## src/rtl/max_stream_reduce_pkg.sv

```systemverilog
// Shared definitions for the streaming signed argmax reducer and its comparator.
package max_stream_reduce_pkg;

  localparam int unsigned DATA_WIDTH  = 8;
  localparam int unsigned INDEX_WIDTH = 16;

  // Packed operand layout: {index, data}, data in the low bits.
  localparam int unsigned DATA_LSB = 0;
  localparam int unsigned INDEX_LSB = DATA_LSB + DATA_WIDTH;

  typedef enum logic [1:0] {
    IDLE  = 2'd0,
    ACCUM = 2'd1,
    OUT   = 2'd2
  } state_t;

endpackage

```

## src/rtl/max_signed.sv

```systemverilog
// Combinational signed max over packed {index, data} operands; ties keep ain.
module max_signed
  import max_stream_reduce_pkg::*;
#(
  parameter int unsigned Data_Width  = DATA_WIDTH,
  parameter int unsigned Index_Width = INDEX_WIDTH
) (
  input  logic [Index_Width+Data_Width-1:0] ain,
  input  logic [Index_Width+Data_Width-1:0] bin,
  output logic [Index_Width+Data_Width-1:0] max_c
);

  logic signed [Data_Width-1:0] a_val;
  logic signed [Data_Width-1:0] b_val;

  assign a_val = ain[DATA_LSB +: Data_Width];
  assign b_val = bin[DATA_LSB +: Data_Width];

  // Strictly-greater selects bin so the earlier (ain) operand wins ties.
  always_comb begin
    max_c = ain;
    if (b_val > a_val) begin
      max_c = bin;
    end
  end

endmodule

```

## src/rtl/max_stream_reduce.sv

```systemverilog
// Sequential argmax: folds a window of signed elements into one {index, data} winner.
module max_stream_reduce
  import max_stream_reduce_pkg::*;
#(
  parameter int unsigned Data_Width  = DATA_WIDTH,
  parameter int unsigned Index_Width = INDEX_WIDTH
) (
  input  logic                              clk,
  input  logic                              rst,
  input  logic                              start,
  input  logic [Index_Width-1:0]            cfg_len,
  input  logic                              in_valid,
  output logic                              in_ready,
  input  logic [Data_Width-1:0]             in_data,
  output logic                              out_valid,
  input  logic                              out_ready,
  output logic [Index_Width+Data_Width-1:0] out_data,
  output logic                              busy
);

  localparam int unsigned PackW = Index_Width + Data_Width;

  state_t                 state;
  logic [Index_Width-1:0] len;
  logic [Index_Width-1:0] cnt;
  logic [PackW-1:0]       best;
  logic [PackW-1:0]       cand;
  logic [PackW-1:0]       best_next_c;
  logic                   accept;

  assign cand   = {cnt, in_data};
  assign accept = in_valid && in_ready;

  max_signed #(
    .Data_Width (Data_Width),
    .Index_Width(Index_Width)
  ) u_max_signed (
    .ain  (best),
    .bin  (cand),
    .max_c(best_next_c)
  );

  // The best register is the result; it only changes on accepted elements.
  assign out_data = best;

  // Window FSM; in_ready/out_valid/busy are registered alongside the state they mirror.
  always_ff @(posedge clk or posedge rst) begin
    if (rst) begin
      state     <= IDLE;
      len       <= '0;
      cnt       <= '0;
      best      <= '0;
      in_ready  <= 1'b0;
      out_valid <= 1'b0;
      busy      <= 1'b0;
    end else begin
      case (state)
        IDLE: begin
          if (start && (cfg_len != '0)) begin
            len      <= cfg_len;
            cnt      <= '0;
            state    <= ACCUM;
            in_ready <= 1'b1;
            busy     <= 1'b1;
          end
        end
        ACCUM: begin
          if (accept) begin
            best <= (cnt == '0) ? cand : best_next_c;
            cnt  <= cnt + Index_Width'(1);
            if (cnt == len - Index_Width'(1)) begin
              state     <= OUT;
              in_ready  <= 1'b0;
              out_valid <= 1'b1;
            end
          end
        end
        OUT: begin
          if (out_ready) begin
            state     <= IDLE;
            out_valid <= 1'b0;
            busy      <= 1'b0;
          end
        end
        default: begin
          state     <= IDLE;
          in_ready  <= 1'b0;
          out_valid <= 1'b0;
          busy      <= 1'b0;
        end
      endcase
    end
  end

endmodule
```

## config.mk

```make
export PLATFORM = sky130hd
export DESIGN_NAME = max_stream_reduce
export DESIGN_NICKNAME = d
export VERILOG_FILES = /design/src/rtl/max_stream_reduce_pkg.sv /design/src/rtl/max_signed.sv /design/src/rtl/max_stream_reduce.sv
export SDC_FILE = /design/constraint.sdc
export NUM_CORES = 1
export LEC_CHECK = 0
export BUFFER_PORTS_ARGS = -buffer_cell sky130_fd_sc_hd__buf_2
export CORE_MARGIN = 3
export CORE_UTILIZATION = 35
export CTS_CLUSTER_SIZE = 16
export DETAILED_ROUTE_END_ITERATION = 8
export PLACE_DENSITY = 0.58
export SYNTH_ARGS = -nofsm -noshare
export SYNTH_HDL_FRONTEND = slang
export SYNTH_SLANG_ARGS = --single-unit
```

## constraint.sdc

```tcl
create_clock -name clk -period 3.4 [get_ports clk]
set_input_delay 0.34 -clock clk [delete_from_list [all_inputs] [get_ports clk]]
set_output_delay 0.34 -clock clk [all_outputs]
set_load 0.01 [all_outputs]
```

==> summary.md <==
| Metric | Value |
|---|---|
| Pwr dens | 649 nW/um^2 |
| Post-CTS Hold Fix Bufs | 0 |
| Routed Antenna Nets | 0 |
| Final min period | 2730 ps |
| Reg2Reg Depth | 9 |
| FP Rows | 35 |
| FFs w/ async S/R, synth | 1.00 |
| Cell breakdown of the critical path | inv_1 > ha_1 > nor4b_4 > and3_1 > xor2_1 > o31ai_1 > o2111ai_2 > a2111oi_4 > o32ai_1 |
| Routed WL per cell | 14.3 um |
| RSZ-0062 raised after global routing | no |
| R2R setup slack | 670 ps |
| Critical Path RT | roughly 3600 ps |
| Largest family of logic cells by synthesized area | simple AND/OR/NAND/NOR gates |
| Cts repair resizes | 0 |
| Setup crit end kind | flop |
| Final setup violation count | 0 |
| Ys flop type | dfrtp_1 |
| TritonCTS clock tree | yes |
| Reg2reg start | len[0] |
| Top post-synthesis cells by count | 61 x dfrtp_1, 38 x mux2_2, 28 x nor2_1 |
| Slew of the pin with the lowest slew margin | 1130 ps |
| Clock sink count | roughly 60 |
| Final nets | 411 |
| Filler instances | 926 |
| Crit path buffers/inverters | 1 |
| Core area | 9330 um^2 |
| Vias | 2485 |
| Max Slew Vio Count | 0 |
| XOR/XNOR Fraction of Synth Area | 0.0902 |
| Synth Warn # | 0 |
| Critical Path Source Type | flop |
| Part of the Yosys area used for sequential elements | 0.449 |
| Total track usage | 0.142 |
| Max clock buf depth | 2 |
| Setup bufs post-CTS | 0 |
| Max-Cap Viols | 0 |
| Post-Synth Simple-Gate Area | 0.151 |
| Fmax | 366 MHz |
| Setup TNS | 0 ps |
| Yosys cell types | 47 |
| Arr. time, crit path | 2940 ps |
| PortBufs | 55 |
| Num CTS Buffers | 9 |
| Seq cells post-synth | 61 |
| Static leakage | 1.86 nW |
| CTS clk-pin slew, worst paths | 70 ps |
| RR Endpoint | in_ready |
| EDFF count, synth | 0 |
| Root buf cell | clkbuf_8 |
| Vias in the first global route | 2608 |
| Outcome | finished, final reports clean |
| TritonRoute pass-1 iters | 4 |
| Ratio of cells with drive above 1 in the final layout | 0.317 |
| First-pass GRT wire length | 12600 um |
| Netlist Area Pre-Place | 3400 um^2 |
| Top cells by area, synth | dfrtp_1 45%, mux2_2 13%, xor2_1 6.7%, ha_1 4.1%, nor2_1 3.1% |
| Slew HR | 0.243 |
| Clock skew | 12.2 ps |
| Post-Syn Area per Cell | 10.5 um^2 |
| Max Fanout on Critical Path | 8 |
| Syn Inst Count | approximately 320 |
| GPL Wtd Cong | between 0.8 and 0.9 |
| Hold Path Class | input pin to async pin |
| GR Overflow Total | 0 |
| Starting Density | 0.364 |
| Synth Net Count | ~360 |
| # IOs | between 50 and 60 |
| VDD IR max | 285 uV |
| Critical path class | flop to flop |
| Post-synthesis mux area share | 0.135 |
| Biggest area consumer among synthesized cells | dfrtp_1 |
| Die area | 10900 um^2 |
| Max incr delay on CP | between 400 and 500 ps |
| Initial antenna violation count | 0 |
| Hpwl dp | 5430 um |
| Synth Area in Compound Gates | 0.0825 |
| Die Span Y | 105 um |
| Top-area cell type share of the netlist area | 0.449 |
| Worst-Skew Late Latency | 340 ps |
| Vias/cell | 4.93 |
| Final WL | 7190 um |
| Hold Vio Cnt, Final | 0 |
| Area share of fa/ha/maj cells after synthesis | 0.0405 |
| H-tree depth | 3 |
| CP max-delay cell | dfrtp_1 |
| Drc violations | 0 |
| Initial DRC Count | 71 |
| Largest net degree at the start of global routing | 41 |
| Cell with the most instances after synthesis | dfrtp_1 |
| Period utilization | 0.803 |
| Chip Width | approximately 100 um |
| Antenna fix cells | 0 |
| Final core utilization | 0.421 |
| Synth-to-Final Area Change | 15.7% |
| CP delay by family, top | compound AO/OA/AOI/OAI gates |
## logic make-up after synthesis
kind of cell / Yosys count
adders and majority gates: 11
DFF: 61
muxes: 41
AOI/OAI and AO/OA: 38
buffers and inverters: 41
xor gates and xnor gates: 35
and+or+nand+nor: 96
## layer usage
metal  GRT usage  vias to the layer above  wire, um
li1            -                     1222         -
met1       0.182                     1208      3320
met2       0.232                       44      3450
met3      0.0422                       11       298
met4      0.0446                        0       120
met5           0                        -         0
## stage by stage
stage	total power, mW	cells	cell area [um^2]	setup slack [ps]	hold WS [ps]
after floorplan	1.76	323	3400	1050	457
after global placement	2.00	489	3760	778	486
after detailed placement	2.02	489	3760	672	490
after CTS	2.59	504	3930	663	187
after global routing	2.77	504	3930	412	212
final	2.55	504	3930	669	148
## sequential cells by signal, indices dropped and copies added, names as in the netlist
signal     count
busy           1
out_valid      1
out_data      24
cnt           16
state          2
in_ready       1
len           16
## worst register-to-register path: stages (launching register included)
cell	delay [ps]
dfrtp_1	430
inv_1	90
ha_1	320
nor4b_4	360
and3_1	310
xor2_1	100
o31ai_1	280
o2111ai_2	190
a2111oi_4	380
o32ai_1	150
## placed cells by master (no fill, tap or decap), types with 3 or more instances in the layout
cell      instances
inv_1            19
nor2b_1           3
nand4_1          10
o21ai_0           7
a21oi_1           8
ha_1             11
and3_1            3
clkbuf_8         10
dfrtp_1          61
nor3_1            4
nor2_1           28
mux2i_1           3
xor2_1           26
o31ai_1           3
buf_4             3
buf_2            55
nand2_1          17
mux2_2           38
nor4_1            9
nor3_2            4
nand3_1           8
xnor2_1           9
## how the worst max path moves through the flow
stage,start,to,depth (start not counted)
4_1_cts,len[0],in_ready,9
3_3_place_gp,len[0],state[0],9
2_1_floorplan,len[0],state[0],11
3_5_place_dp,len[0],state[0],9
5_1_grt,len[0],in_ready,9
6_report,len[0],in_ready,9
## power by group
part           internal, mW  leakage [nW]  switching (mW)
clock                 0.277        0.0812           0.279
sequential            0.896         0.770           0.209
combinational         0.455          1.00           0.435
total                  1.63          1.86           0.923
## area by class of cell
| class | instances | area (um^2) | area share |
|---|---|---|---|
| Clock inverter | 4 | 25.0 | 0.00637 |
| Multi-Input combinational cell | 221 | 1700 | 0.433 |
| Sequential cell | 61 | 1530 | 0.388 |
| Timing Repair Buffer | 58 | 298 | 0.0758 |
| Inverter | 20 | 75.1 | 0.0191 |
| Clock buffer | 11 | 141 | 0.0360 |
| Tap cell | 129 | 161 | 0.0411 |
(Power assumes the default switching activity.)
